<file path="src/rtl/misr_pkg.sv">
// Shared MISR definitions: FSM state encoding, default feedback polynomial and
// the signature update equation used by both the RTL and its reference model.
package misr_pkg;

    localparam int unsigned MISR_MAXW     = 64;
    localparam logic [7:0]  MISR_DEF_POLY = 8'h1D;

    typedef enum logic [1:0] {
        IDLE    = 2'd0,
        CAPTURE = 2'd1,
        COMPARE = 2'd2,
        DONE    = 2'd3
    } misr_state_t;

    // Width-generic form: operands are zero-extended to MISR_MAXW and the result is
    // masked back to w bits, so any WIDTH up to MISR_MAXW shares one equation.
    function automatic logic [MISR_MAXW-1:0] misr_next(
        input logic [MISR_MAXW-1:0] sig,
        input logic [MISR_MAXW-1:0] din,
        input logic [MISR_MAXW-1:0] poly,
        input int unsigned          w
    );
        logic [MISR_MAXW-1:0] mask;
        logic [MISR_MAXW-1:0] fb;
        mask = (w >= MISR_MAXW) ? '1 : ((64'd1 << w) - 64'd1);
        fb   = (|(sig & (64'd1 << (w - 1)))) ? poly : '0;
        return ((sig << 1) ^ fb ^ din) & mask;
    endfunction

endpackage

</file>
<file path="src/rtl/misr_core.sv">
// Signature register: synchronous seed load, per-word update when enabled.
module misr_core
    import misr_pkg::*;
#(
    parameter int unsigned      WIDTH = 8,
    parameter logic [WIDTH-1:0] POLY  = WIDTH'(MISR_DEF_POLY),
    parameter logic [WIDTH-1:0] SEED  = '0
) (
    input  logic             clk,
    input  logic             rst_n,
    input  logic             load,
    input  logic             en,
    input  logic [WIDTH-1:0] din,
    output logic [WIDTH-1:0] sig
);

    always_ff @(posedge clk or negedge rst_n) begin
        if (!rst_n) begin
            sig <= SEED;
        end else if (load) begin
            sig <= SEED;
        end else if (en) begin
            sig <= WIDTH'(misr_next(MISR_MAXW'(sig), MISR_MAXW'(din), MISR_MAXW'(POLY), WIDTH));
        end
    end

endmodule

</file>
<file path="src/rtl/resp_misr.sv">
// Response MISR: compacts n_pat response words and checks against a golden signature.
// Build option RESP_MISR_XMASK_EN adds resp_mask to zero don't-care bits before compaction.
module resp_misr
    import misr_pkg::*;
#(
    parameter int unsigned      WIDTH = 8,
    parameter logic [WIDTH-1:0] POLY  = WIDTH'(MISR_DEF_POLY),
    parameter logic [WIDTH-1:0] SEED  = '0,
    parameter int unsigned      CNT_W = 16
) (
    input  logic             clk,
    input  logic             rst_n,
    input  logic             start,
    input  logic [CNT_W-1:0] n_pat,
    input  logic [WIDTH-1:0] golden,
    input  logic             resp_valid,
    input  logic [WIDTH-1:0] resp,
`ifdef RESP_MISR_XMASK_EN
    input  logic [WIDTH-1:0] resp_mask,
`endif
    output logic             resp_ready,
    output logic             busy,
    output logic             done,
    output logic             pass,
    output logic [WIDTH-1:0] signature,
    output logic [CNT_W-1:0] pat_cnt
);

    misr_state_t      state_q, state_d;
    logic [CNT_W-1:0] n_pat_q;
    logic [WIDTH-1:0] golden_q;
    logic [WIDTH-1:0] din;
    logic             start_ok;
    logic             accept;
    logic             last;

`ifdef RESP_MISR_XMASK_EN
    assign din = resp & ~resp_mask;
`else
    assign din = resp;
`endif

    assign start_ok = start && (state_q == IDLE);
    assign accept   = resp_valid && resp_ready;
    assign last     = accept && ((pat_cnt + CNT_W'(1)) == n_pat_q);

    always_ff @(posedge clk or negedge rst_n) begin
        if (!rst_n) begin
            state_q <= IDLE;
        end else begin
            state_q <= state_d;
        end
    end

    always_comb begin
        state_d = state_q;
        case (state_q)
            IDLE:    if (start) state_d = (n_pat == '0) ? COMPARE : CAPTURE;
            CAPTURE: if (last) state_d = COMPARE;
            COMPARE: state_d = DONE;
            DONE:    state_d = IDLE;
            default: state_d = IDLE;
        endcase
    end

    always_comb begin
        resp_ready = (state_q == CAPTURE);
        busy       = (state_q == CAPTURE) || (state_q == COMPARE);
        done       = (state_q == DONE);
    end

    always_ff @(posedge clk or negedge rst_n) begin
        if (!rst_n) begin
            pat_cnt  <= '0;
            n_pat_q  <= '0;
            golden_q <= '0;
            pass     <= 1'b0;
        end else begin
            if (start_ok) begin
                pat_cnt  <= '0;
                n_pat_q  <= n_pat;
                golden_q <= golden;
                pass     <= 1'b0;
            end else if (accept) begin
                pat_cnt <= pat_cnt + CNT_W'(1);
            end
            if (state_q == COMPARE) begin
                pass <= (signature == golden_q);
            end
        end
    end

    misr_core #(
        .WIDTH (WIDTH),
        .POLY  (POLY),
        .SEED  (SEED)
    ) u_core (
        .clk   (clk),
        .rst_n (rst_n),
        .load  (start_ok),
        .en    (accept),
        .din   (din),
        .sig   (signature)
    );

endmodule
</file>
<file path="config.mk">
export PLATFORM = sky130hd
export DESIGN_NAME = resp_misr
export DESIGN_NICKNAME = d
export VERILOG_FILES = /design/src/rtl/misr_pkg.sv /design/src/rtl/misr_core.sv /design/src/rtl/resp_misr.sv
export SDC_FILE = /design/constraint.sdc
export NUM_CORES = 1
export LEC_CHECK = 0
export BUFFER_PORTS_ARGS = -buffer_cell sky130_fd_sc_hd__buf_2
export CAP_MARGIN = 20
export CORE_MARGIN = 8
export CORE_UTILIZATION = 29
export DETAILED_ROUTE_END_ITERATION = 10
export PLACE_DENSITY_LB_ADDON = 0.25
export SKIP_CTS_REPAIR_TIMING = 1
export SLEW_MARGIN = 30
export SYNTH_ARGS = -nofsm -noshare
export SYNTH_HDL_FRONTEND = slang
export SYNTH_HIERARCHICAL = 1
export SYNTH_SLANG_ARGS = --single-unit
</file>
<file path="constraint.sdc">
create_clock -name clk -period 3.6 [get_ports clk]
set_input_delay 0.18 -clock clk [delete_from_list [all_inputs] [get_ports clk]]
set_output_delay 0.18 -clock clk [all_outputs]
set_load 0.01 [all_outputs]
</file>
Word-level counts from Yosys, hierarchy flattened. Cells that the tools add are included. Widths: inputs -> output; s select.

Register bits: 51. Output and inout port bits: 28.

Add/sub/neg operators: 1. Equality and inequality tests: 7. Mux-type cells: 11. Bitwise logic cells: 2. Reduce and logical (&&, ||, !) cells: 9.

Operator list (number): $mux 16 (2); $add 16x1->16 const B (1); $eq 16x16->1 (1); $logic_not 16->1 (1); $mux 8 (2); $xor 8x8->8 (2); $eq 8x8->1 (1); $pmux 2 s4 (1); $mux 2 (3); $mux 5 (1); $eq 2x2->1 const B (2); $reduce_bool 2->1 (2); $logic_and 1x1->1 (3); $eq 2x1->1 const B (1); $logic_not 2->1 (1); $mux 1 (2); $ne 2x1->1 const B (1); $ne 2x2->1 const B (1); $reduce_and 2->1 (1); $logic_or 1x1->1 (1).

Depth between registers and ports, before layout.
Depth in word-level cells: 5. Gate-level depth with buffers: 9. Depth with buffers taken out: 8.

Modules after synthesis. Netlist, hierarchy kept.

Modules (own cells, without submodules): resp_misr (instances 1, cells each 275, area an instance 2437.3 um^2, sequential area each 1076.0 um^2); misr_core (instances 1, cells each 38, area an instance 420.4 um^2, sequential area each 200.2 um^2).

Least setup slack after synthesis. No wires, ideal clock.

Path type: register -> register. Start point: reg pat_cnt[0]. End point: reg state_q[0]. Library setup time: 0.129 ns. Data arrival time: 1.996 ns. Path slack: 1.475 ns. Stages on the path, launching flop included: 8. Buffers on the path: 0. Path through: dfrtp_1 ha_1 xor2_1 a2111oi_0 nand4_1 nor4_2 a41oi_2 mux2i_1.

Word-level cells in the longest chain between the ends: 5.

Ends and longest elaborated chain: start: declaration (line resp_misr.sv:26) `output logic [CNT_W-1:0] pat_cnt`; start signal: assignment (line resp_misr.sv:85) `pat_cnt <= pat_cnt + CNT_W'(1);`; $add 16x1->16 (line resp_misr.sv:45) `assign last = accept && ((pat_cnt + CNT_W'(1)) == n_pat_q);`; $eq 16x16->1 (line resp_misr.sv:45); $logic_and 1x1->1 (line resp_misr.sv:45); $ne 2x1->1 (no line); $reduce_and 2->1 (no line); end signal: assignment (line resp_misr.sv:51) `state_q <= state_d;`; end: declaration (line resp_misr.sv:29) `misr_state_t state_q, state_d;`.

Every way passes these cells. A chain may end at the register's enable or synchronous reset.

Final worst setup path.
Start point: reg state_q[1]. End point: reg state_q[1].

Word-level cells in the longest chain between the ends: 5. Elaborated cells between the ends (all ways): 10. Those cells by class: 5 x eq/ne; 1 x mux; 4 x reduce/logical.

Ends and longest elaborated chain: $eq 2x1->1 (line resp_misr.sv:57, resp_misr.sv:67); $logic_and 1x1->1 (line resp_misr.sv:44) `assign accept = resp_valid && resp_ready;`; $logic_and 1x1->1 (line resp_misr.sv:45); $ne 2x1->1 (no line); $reduce_and 2->1 (no line).

Parallel ways exist; a longest one is shown, timed or not.

==> flow_summary_export.csv <==
group,metric,value,unit
power,power.density_cell_area,679,nW/um^2
grt,grt_pass1_vias,2446,
layout,layout.core_utilization,35.3,%
place,place.port_buffers,63,
yosys,synth_common_cells,"86 x sky130_fd_sc_hd__nand2_1, 51 x sky130_fd_sc_hd__dfrtp_1, 36 x sky130_fd_sc_hd__xnor2_1",
place,post-dp-hpwl,5590,um
status,failed_checks,"hold timing",
layout,num_antenna_cells,0,
clocking,ctsRootBufferMaster,"sky130_fd_sc_hd__clkbuf_8",
layout,layout.cell_area.non_filler,3420,sq um
layout,area.growth.synth_to_final,19.6,%
critical_path,timing.critical_path.arrival,2.71,ns
sta,hold-worst-slack,-0.0372,ns
floorplanning,rows,36,
floorplanning,num_io_pins,64,
drt,antenna_viol_nets_final,0,
sta,grt_setup_unrepaired,"no",
min_path,class_of_the_worst_hold_path,"in2async",
sta,postLayoutSetupSlackWorst,1.12,ns
drt,detailedRoute.firstIterationViolations,103,
yosys,synthDistinctLibCells,41,
grt,grt_first_pass_wirelength,12300,um
yosys,synth_edf_count,0,
place,placedInstanceArea,3300,sq um
sta,timing.final.crit_period,2.48,ns
critical_path,worstPathMaxFanout,16,
yosys,synth_area,2860,sq um
flow_run,cap_violations,0,
grt,initial_antenna_violation_count,0,
floorplanning,floorplan.initialDensity,29.5,%
floorplanning,design.core.area,9680,sq um
floorplanning,floorplan_die_width,115,um
yosys,yosys_warnings,6,
sta,final_hold_violation_count,22,
grt,grt_max_degree,52,
sta,tightest_slew,0.661,ns
clocking,h_tree_depth,2,
yosys,synth_top_area_cell,"sky130_fd_sc_hd__dfrtp_1",
drt,route.detailed.drc,0,
floorplanning,die_area,13300,sq um
yosys,net_count_synth,354,
yosys,async_flop_share,100,%
yosys,yosysSeqAreaShare,44.7,%
power,p_leak,1.63,nW
floorplanning,die_height,115,um
drt,vias,2299,
yosys,most_instantiated_library_cell_after_synthesis,"sky130_fd_sc_hd__nand2_1",
clocking,numClockSinks,51,
drt,via_per_inst,4.53,
status,run_status,"complete, but fails checks",
critical_path,startpoint_type,"flip-flop",
layout,layout-drive-gt1-share,22.7,%
power,vdd_drop_max,0.000393,V
clocking,clock_tree_from_tritoncts,"built",
sta,total_of_endpoints_with_negative_setup_slack_in_the_final_report,0,
grt,grt_util_all_layers,11.7,%
sta,fin_tns_setup,0,ns
place,gpl.final_weighted_congestion,0.796,
drt,average_wire_per_cell_in_the_routed_design,14.4,um
layout,num-fill-cells,1023,
yosys,synth_area_per_cell,9.13,sq um
critical_path,worst_setup_path_end_kind,"flip-flop",
yosys,ys_top_cells_by_area,"sky130_fd_sc_hd__dfrtp_1 45%, sky130_fd_sc_hd__nand2_1 11%, sky130_fd_sc_hd__xnor2_1 11%",
sta,finalClockSkew,0.00784,ns
clocking,clock_latency,0.30,ns
yosys,postSynthCellCount,313,
clocking,cts-buffers-inserted,5,
power,total_power,0.00232,W
drt,drt-pass1-iter-count,4,
yosys,flops_latches_synth,51,
yosys,synthFlopType,"sky130_fd_sc_hd__dfrtp_1",
clocking,clkSlewWorstSetupHoldPaths,0.10,ns
critical_path,required,3.82,ns
sta,slew-limit-headroom,56.0,%
place,post-place-ws,1.16,ns
grt,globalRoute.totalOverflow,0,
layout,nets,415,
clocking,cts_max_path_buffers,2,
sta,fmax,403,MHz
critical_path,critical_path_class,"reg2reg",
sta,period_share,69.0,%
drt,detail_route.wirelength,7320,um
yosys,yosys.area.top_type_share,44.7,%
sta,finalMaxSlewViolations,0,
==> area by class of cell <==
type	count	area (sq um)	area share [%]
Sequential cell	51	1280	37.3
Multi-Input combinational cell	243	1500	43.8
Timing Repair Buffer	66	338	9.88
Clock buffer	5	68.8	2.01
Inverter	7	26.3	0.769
Clock inverter	3	46.3	1.35
Tap cell	133	166	4.87
==> report_power, final <==
group / leakage [nW] / internal, W / switching [W]
logic: 0.913 / 0.000422 / 0.000516
clock network: 0.0548 / 0.000210 / 0.000207
registers: 0.660 / 0.000765 / 0.000201
total: 1.63 / 0.00140 / 0.000925
==> worst paths after layout <==
kind                              from           to  slack (ns)  depth (start not counted)
setup / recovery            state_q[1]   state_q[1]        1.12                          8
hold / removal                   rst_n  pat_cnt[13]       -0.04                          2
setup reg to reg            state_q[1]   state_q[1]        1.12                          8
hold reg to reg            golden_q[7]  golden_q[7]        0.51                          2
max in group asynchronous        rst_n  n_pat_q[14]        3.18                          2
min in group clk             golden[6]  golden_q[6]        0.06                          3
==> metrics by stage <==
stage	hold WS, ns	std cells
4_1_cts	0.00793	508
5_1_grt	0.0368	508
2_1_floorplan	-0.116	313
3_3_place_gp	0.340	500
6_report	-0.0372	508
3_5_place_dp	0.342	500
==> cell families (layout without fill, tap and decap cells) <==
family          Yosys count  in the layout  share of synthesized area, %
flops                    51             51                          44.7
compound gates           29             29                          7.05
fa+ha+maj                 5              5                          2.19
simple gates            152            152                          25.0
mux                       3              3                          1.05
buf+inv                  19             81                          2.98
xor+xnor                 54             54                          17.1
==> per-layer routing <==
layer	share of wire [%]	track usage, %
met1	44	14.5
met2	49	19.6
met3	5.4	3.05
met4	0.87	2.80
met5	0	0
==> flip-flops by register name (all words and copies together) (netlist names) <==
name and cells:
golden_q 8, n_pat_q 16, pass 1, pat_cnt 16, state_q 2, u_core/sig 8
==> cells in the final DEF, fill, tap and decap left out, types with 7 or more instances in the layout <==
cell and instances:
sky130_fd_sc_hd__nand2_1 86, sky130_fd_sc_hd__xor2_1 17, sky130_fd_sc_hd__nor2_1 26, sky130_fd_sc_hd__buf_2 63
sky130_fd_sc_hd__xnor2_1 36, sky130_fd_sc_hd__o21ai_0 7, sky130_fd_sc_hd__dfrtp_1 51
==> worst max-delay path: stages (launching register included) <==
cell                        delay [ns]
sky130_fd_sc_hd__dfrtp_1          0.42
sky130_fd_sc_hd__inv_1            0.12
sky130_fd_sc_hd__ha_1             0.20
sky130_fd_sc_hd__nand2_1          0.29
sky130_fd_sc_hd__a2111oi_0        0.49
sky130_fd_sc_hd__nand4_1          0.16
sky130_fd_sc_hd__nor4_2           0.30
sky130_fd_sc_hd__a41oi_2          0.21
sky130_fd_sc_hd__mux2i_1          0.22
Power figures use the tool's default switching activity.
